File: config.mk
export PLATFORM = sky130hd
export DESIGN_NAME = corr_window_reader
export DESIGN_NICKNAME = d
export VERILOG_FILES = /design/src/rtl/corr_window_reader.sv
export SDC_FILE = /design/constraint.sdc
export NUM_CORES = 1
export LEC_CHECK = 0
export ABC_AREA = 1
export BUFFER_PORTS_ARGS = -buffer_cell sky130_fd_sc_hd__buf_2
export CAP_MARGIN = 20
export CORE_MARGIN = 1
export CORE_UTILIZATION = 40
export CTS_BUF_LIST = sky130_fd_sc_hd__clkbuf_8 sky130_fd_sc_hd__clkbuf_16
export DETAILED_ROUTE_END_ITERATION = 6
export SYNTH_ARGS = -nofsm -noshare
export SYNTH_HDL_FRONTEND = slang
export SYNTH_SLANG_ARGS = --single-unit
File: constraint.sdc
create_clock -name i_clk -period 2.3 [get_ports i_clk]
set_input_delay 0.46 -clock i_clk [delete_from_list [all_inputs] [get_ports i_clk]]
set_output_delay 0.46 -clock i_clk [all_outputs]
set_load 0.005 [all_outputs]
File: src/rtl/corr_window_reader.sv
// Window sequencer and readout: snapshots the four window counts at each window end
// and streams them as a byte packet. Optional macro CORR_WINDOW_READER_CHECKSUM_EN adds an XOR trailer byte.
module corr_window_reader #(
  parameter int DATA_W = 8,
  parameter int TIME_W = 8
) (
  input  logic              i_clk,
  input  logic              i_rst,
  input  logic              i_cg,
  input  logic              i_enable,
  input  logic [TIME_W-1:0] i_winStart,
  input  logic [TIME_W-1:0] i_t,
  input  logic [DATA_W-1:0] i_countX,
  input  logic [DATA_W-1:0] i_countY,
  input  logic [DATA_W-1:0] i_countIsect,
  input  logic [DATA_W-1:0] i_countSymdiff,
  output logic              o_tUpdate,
  output logic [TIME_W-1:0] o_tValue,
  output logic              o_valid,
  input  logic              i_ready,
  output logic [7:0]        o_data,
  output logic              o_busy
);

  localparam int NB     = DATA_W / 8;
  localparam int SNAP_W = 4 * DATA_W;
`ifdef CORR_WINDOW_READER_CHECKSUM_EN
  localparam int N      = 2 + 4 * NB;
`else
  localparam int N      = 1 + 4 * NB;
`endif
  localparam int IDX_W  = $clog2(N);

  localparam logic ST_IDLE = 1'b0;
  localparam logic ST_SEND = 1'b1;

  logic              r_state;
  logic [6:0]        r_seq;
  logic              r_drop_pending;
  logic [IDX_W-1:0]  r_idx;
  logic [7:0]        r_header;
  logic [SNAP_W-1:0] r_snap;

  logic              w_win_end;
  logic              w_accept;
  logic              w_last;
  logic              w_capture;
  logic [7:0]        w_byte;

  assign w_win_end = i_enable & (i_t == {TIME_W{1'b1}});
  assign o_tUpdate = w_win_end & ~i_rst;
  assign o_tValue  = i_winStart;
  assign w_accept  = (r_state == ST_SEND) & i_ready & i_cg;
  assign w_last    = (r_idx == IDX_W'(N - 1));
  assign w_capture = i_cg & w_win_end & (r_state == ST_IDLE);

  // NOTE: sequential state uses non-blocking assignments so every register
  // samples the pre-edge values, regardless of statement order.
  always_ff @(posedge i_clk) begin
    if (i_rst) begin
      r_state        <= ST_IDLE;
      r_seq          <= 7'd0;
      r_drop_pending <= 1'b0;
      r_idx          <= '0;
    end else if (i_cg) begin
      if (w_accept) begin
        if (w_last) begin
          r_state <= ST_IDLE;
          r_idx   <= '0;
        end else begin
          r_idx <= r_idx + 1'b1;
        end
      end
      if (w_win_end) begin
        r_seq <= r_seq + 7'd1;
        if (r_state == ST_IDLE) begin
          r_state        <= ST_SEND;
          r_idx          <= '0;
          r_drop_pending <= 1'b0;
        end else begin
          // A window ending while a packet drains (including its last byte) is lost.
          r_drop_pending <= 1'b1;
        end
      end
    end
  end

  // NOTE: the packet payload registers carry no reset; they are only observed
  // while SEND is active, which always follows a fresh capture.
  always_ff @(posedge i_clk) begin
    if (w_capture) begin
      r_header <= {r_drop_pending, r_seq};
      r_snap   <= {i_countX, i_countY, i_countIsect, i_countSymdiff};
    end
  end

`ifdef CORR_WINDOW_READER_CHECKSUM_EN
  logic [7:0] w_csum;

  always_comb begin
    w_csum = r_header;
    for (int k = 0; k < 4 * NB; k++) begin
      w_csum = w_csum ^ r_snap[SNAP_W-1-8*k -: 8];
    end
  end
`endif

  // NOTE: every combinational output gets a default first so no latch is inferred.
  always_comb begin
    w_byte = 8'h00;
    if (r_idx == '0) begin
      w_byte = r_header;
    end
    for (int k = 0; k < 4 * NB; k++) begin
      if (r_idx == IDX_W'(k + 1)) begin
        w_byte = r_snap[SNAP_W-1-8*k -: 8];
      end
    end
`ifdef CORR_WINDOW_READER_CHECKSUM_EN
    if (w_last) begin
      w_byte = w_csum;
    end
`endif
  end

  assign o_valid = (r_state == ST_SEND);
  assign o_busy  = (r_state == ST_SEND);
  assign o_data  = (r_state == ST_SEND) ? w_byte : 8'h00;

endmodule

### Word level (Yosys, flattened, before mapping)

Cells that the tools add are included.

| storage, ports and cells | value |
|---|---|
| word-level logic and storage cells | 38 |
| register bits after elaboration | 52 |
| output and inout port bits | 19 |
| bits of input ports | 53 |

| operators by class | value |
|---|---|
| bitwise gates (word level) | 8 |
| multiplexer cells | 15 |
| add/subtract/negate cells | 2 |
| equal/unequal tests | 5 |
| reductions and logical operators | 2 |

Operators by type and width:

| operator | count |
|---|---|
| $mux 8 | 6 |
| $mux 3 | 4 |
| $eq 8x8->1 const B | 1 |
| $add 7x1->7 const B | 1 |
| $and 1x1->1 | 6 |
| $eq 3x2->1 const B | 2 |
| $mux 1 | 5 |
| $add 3x1->3 const B | 1 |
| $eq 3x1->1 const B | 1 |
| $eq 3x3->1 const B | 1 |
| $logic_not 3->1 | 1 |
| $not 1->1 | 2 |
| $reduce_and 2->1 | 1 |

### Depth between registers and ports, before layout

| depth | value |
|---|---|
| depth in word-level cells | 7 |
| depth in mapped cells | 8 |

### Worst setup path after synthesis

OpenSTA, ideal clock, no wires.

| timing | value |
|---|---|
| kind | input to register |
| start point | input i_t[5] |
| end point | register r_header[0] (enable) |
| stages on the path | 6 |
| path slack | 0.191 ns |
| data arrival time | 1.714 ns |
| setup time | 0.395 ns |
| path through | nand2_1 nor2_2 nand3_2 nor2_1 nand2_1 inv_1 |

| on the way | value |
|---|---|
| longest elaborated chain between the ends | 4 |

RTL lines:

| element | RTL line | RTL |
|---|---|---|
| from (decl) | 12 | `input logic [TIME_W-1:0] i_t,` |
| $eq 8x8->1 | 50 | `assign w_win_end = i_enable & (i_t == {TIME_W{1'b1}});` |
| $and 1x1->1 | 50 |  |
| $and 1x1->1 (2 in a row) | 55 | `assign w_capture = i_cg & w_win_end & (r_state == ST_IDLE);` |
| named net w_capture | 47 | `logic w_capture;` |
| to (signal assigned) | 92 | `r_header <= {r_drop_pending, r_seq};` |
| to (decl) | 41 | `logic [7:0] r_header;` |

The timed path passes the listed nets, and every way through them passes these cells.
A chain may end at the register's enable or synchronous reset.

### Worst setup path after layout

| timing | value |
|---|---|
| start point | register r_idx[0] |
| end point | output o_data[0] |

| on the way | value |
|---|---|
| longest elaborated chain between the ends | 7 |

RTL lines:

| element | RTL line | RTL |
|---|---|---|
| from (decl) | 40 | `logic [IDX_W-1:0] r_idx;` |
| from (signal assigned) | 71 | `r_idx <= r_idx + 1'b1;` |
| $logic_not 3->1 | 111 | `if (r_idx == '0) begin` |
| $mux 8 | 111 |  |
| $mux 8 (3 in a row) | 115 | `if (r_idx == IDX_W'(k + 1)) begin` |
| $mux 8 (*) | 115 |  |
| $mux 8 (*) | 128 | `assign o_data = (r_state == ST_SEND) ? w_byte : 8'h00;` |
| to (decl) | 21 | `output logic [7:0] o_data,` |

Mark *: on every way between the ends. The rest lies on a longest branch, timed or not.

==> flow_summary_export.csv <==
group,metric,value,unit
synth,synthFlopType,"edfxtp_1",
synth,synth_simple_gate_area_share,20.0,%
detailed_routing,drt_first_iter_violations,104,
floorplanning,rows,27,
cells_and_area,nets,358,
floorplanning,die_w,79.3,microns
setup_path,critPathCaptureType,"output port",
clock_tree,cts_tree,"yes",
setup_path,crit_family,"flip-flops",
setup_path,cp.depth,8,
grt,grt_pass1_vias,1715,
detailed_routing,drt-pass1-iter-count,4,
cells_and_area,drive_above_1_share,29.7,%
flow_run,cap_violations,0,
placed_design,place_congestion,0.744,
floorplanning,ios,72,
placed_design,dpl.hpwl,3.45,mm
power_and_ir_drop,p_leak,1.19,nW
timing,fin_crit_sh,93.2,%
setup_path,cp_max_fo,8,
cells_and_area,syn_to_final_growth,19.0,%
synth,synthDistinctLibCells,23,
clock_tree,path_clk_slew,90,ps
clock_tree,clkLatencyLatePin,300,ps
setup_path,path_cells,"ha_2, ha_4, clkinvlp_4, o21ai_0, inv_1, a21oi_1, nor2_1, buf_2",
synth,synth_top_family_by_area,"simple AND/OR/NAND/NOR gates",
setup_path,crit_arrival,1680,ps
clock_tree,clock_sinks,52,
detailed_routing,totalWireLength,4.78,mm
setup_path,cp.required,1840,ps
cells_and_area,antenna_cells,0,
clock_tree,numCtsBuffers,5,
grt,antenna_found_initial,0,
timing,clock.fmax,466,MHz
setup_path,max_stage_delay,370,ps
synth,synthesis.nets,303,
synth,synthArstFlopShare,0,%
grt,grt_busiest_layer,"met2",
timing,finalHoldViolCount,0,
grt,grt_util_met1,21.9,%
detailed_routing,drc,0,
timing,slew_headroom,68.2,%
cells_and_area,nFillCells,517,
timing,min_period,2140,ps
synth,ys_ff_latch,52,
placed_design,placed_cells,360,
synth,netlist_top_cells_area,"edfxtp_1 50%, dfxtp_1 10%, nand2_1 9.1%, nand3_1 4.4%, o21ai_0 3.8%",
synth,synth_compound_area_share,7.54,%
min_path,whs_path_depth,1,
synth,synth_fa_ha_area_share,3.14,%
synth,synth_xor_area_share,1.10,%
cells_and_area,final_cell_area,0.00284,sq mm
detailed_routing,via_per_inst,4.79,
grt,grt_pass1_wl,7.89,mm
timing,skew,4.15,ps
outcome,outcome,"finished clean",
detailed_routing,ant_nets,0,
placed_design,placed_area,0.00268,sq mm
timing,worst_slew_pin_slew,476,ps
synth,synth_top_cell_area_share,50.3,%
timing,rsz0062_at_grt,"true",
grt,grt_use_met2,27.1,%
setup_path,reg2reg_depth,4,
detailed_routing,wl_per_cell,12.9,microns
synth,synth_edf_count,40,
grt,met3_usage,2.76,%
clock_tree,clockBufferDepth,2,
synth,ys_seq_area_share,60.3,%
synth,ys_warn_count,0,
floorplanning,core_region_area,0.00564,sq mm
grt,grt_max_degree,27,
setup_path,start_kind,"flip-flop",
timing,maxSlewViolCount,0,
synth,muxShareOfSynthArea,0,%
placed_design,port_buffers,55,
synth,synth_top_area_cell,"edfxtp_1",
min_path,min_path_type,"primary input to flip-flop",
floorplanning,initial_utilization,42.4,%
power_and_ir_drop,ir_worst_vdd,0.000228,V
detailed_routing,dr_total_vias,1782,
synth,netlist_area,0.00239,sq mm
cells_and_area,layoutNonFillerInstCount,372,
grt,grt_usage,16.8,%
clock_tree,hold_buffers,0,
floorplanning,fp.dieArea,0.00629,sq mm
synth,synth_cells,244,
power_and_ir_drop,p_per_area,553,mW/mm^2
grt,overflow,0,
synth,avgSynthCellArea,9.79,sq um
setup_path,critPathSlowestCell,"dfxtp_2",
timing,setup_viol,0,
setup_path,critPathKind,"flip-flop to output port",
setup_path,worst-path-buf-inv,3,
floorplanning,fp.dieH,79.3,microns
clock_tree,htreeDepth,2,
clock_tree,clockRootBuffer,"clkbuf_8",
-- Yosys cell counts (4+ instances only) --
master    number
inv_1         21
ha_1           6
buf_4         10
nor2_1        21
nand3_1       21
o21ai_0       18
edfxtp_1      40
a21oi_1       16
nand2_1       58
dfxtp_1       12
nor2_2         4
-- path summary, 6_finish.rpt --
path | startpoint | to | slack [ps]
setup reg to reg | o_busy$_SDFFE_PP0P_ | r_header[7]$_DFFE_PP_ | 840
hold / removal | i_countSymdiff[1] | r_snap[1]$_DFFE_PP_ | 330
setup / recovery | r_idx[0]$_SDFFE_PP0P_ | o_data[0] | 160
hold reg to reg | r_drop_pending$_SDFFE_PP0P_ | r_header[7]$_DFFE_PP_ | 440
-- metal layers --
layer / up-vias / routed length, microns
li1: 914 / -
met1: 804 / 2240
met2: 56 / 2190
met3: 8 / 254
met4: 0 / 98
met5: - / 0
-- metrics by stage --
step | hold WS, ps | util (%) | setup TNS, ps | total power, W | setup WS, ps
floorplan | 409 | - | 0 | 0.00105 | 191
global placement | 415 | 47.4 | 0 | 0.00108 | 331
detailed placement | 421 | 47.4 | 0 | 0.00108 | 259
CTS | 319 | 49.1 | 0 | 0.00159 | 29.1
global route | 313 | 50.4 | -63.1 | 0.00163 | -34.3
finish | 329 | 50.4 | 0 | 0.00157 | 155
-- registers in the layout (all words and copies together) (netlist names) --
name,flops
r_snap,32
r_header,8
r_seq,7
r_idx,3
o_busy,1
r_drop_pending,1
-- repair_timing --
action | in CTS | in global routing
pin swaps | 0 | 2
gates resized for setup | 1 | 14
buffers inserted | 0 | 4
cloned | 0 | 0
setup endpoints to repair | 8 | 8
-- area by class of cell --
class / count / area, sq um / area share (%)
sequential: 52 / 1440 / 50.8
timing repair buffer: 62 / 328 / 11.5
inverter: 23 / 90.1 / 3.17
clock buffer: 6 / 82.6 / 2.90
tap: 72 / 90.1 / 3.17
multi-input combinational: 155 / 801 / 28.2
clock inverter: 2 / 7.51 / 0.264
-- layout by cell type, fill, tap and decap left out --
cell type and count:
clkinvlp_4 1, dfxtp_2 2, a21oi_2 1, clkbuf_8 6
nand3_1 19, nor2_2 2, buf_4 7, nand3_2 3
nand2_1 58, nand2_4 1, nand2_2 1, edfxtp_1 40
o21ai_1 3, xor2_1 1, ha_1 3, inv_2 4
inv_1 20, nor2_4 3, buf_2 55, a21oi_1 15
nor2_1 21, nand4_1 2, o21ai_0 17, dfxtp_1 10
xnor2_1 2, ha_2 2, ha_4 1
-- kinds of logic (layout without fill, tap and decap cells) --
family	count (synthesis)	in the layout
AOI/OAI and AO/OA	36	36
xor gates and xnor gates	3	3
adders and majority gates	6	6
buffers and inverters	37	93
DFF	52	52
and+or+nand+nor	110	110
-- where the power goes --
group / internal [W] / switching [W] / leakage [nW]
Sequential: 0.00101 / 0.000000277 / 0.469
Combinational: 0.0000290 / 0.0000218 / 0.665
Clock: 0.000237 / 0.000279 / 0.0538
Total: 0.00127 / 0.000301 / 1.19
Power figures use the tool's default switching activity.
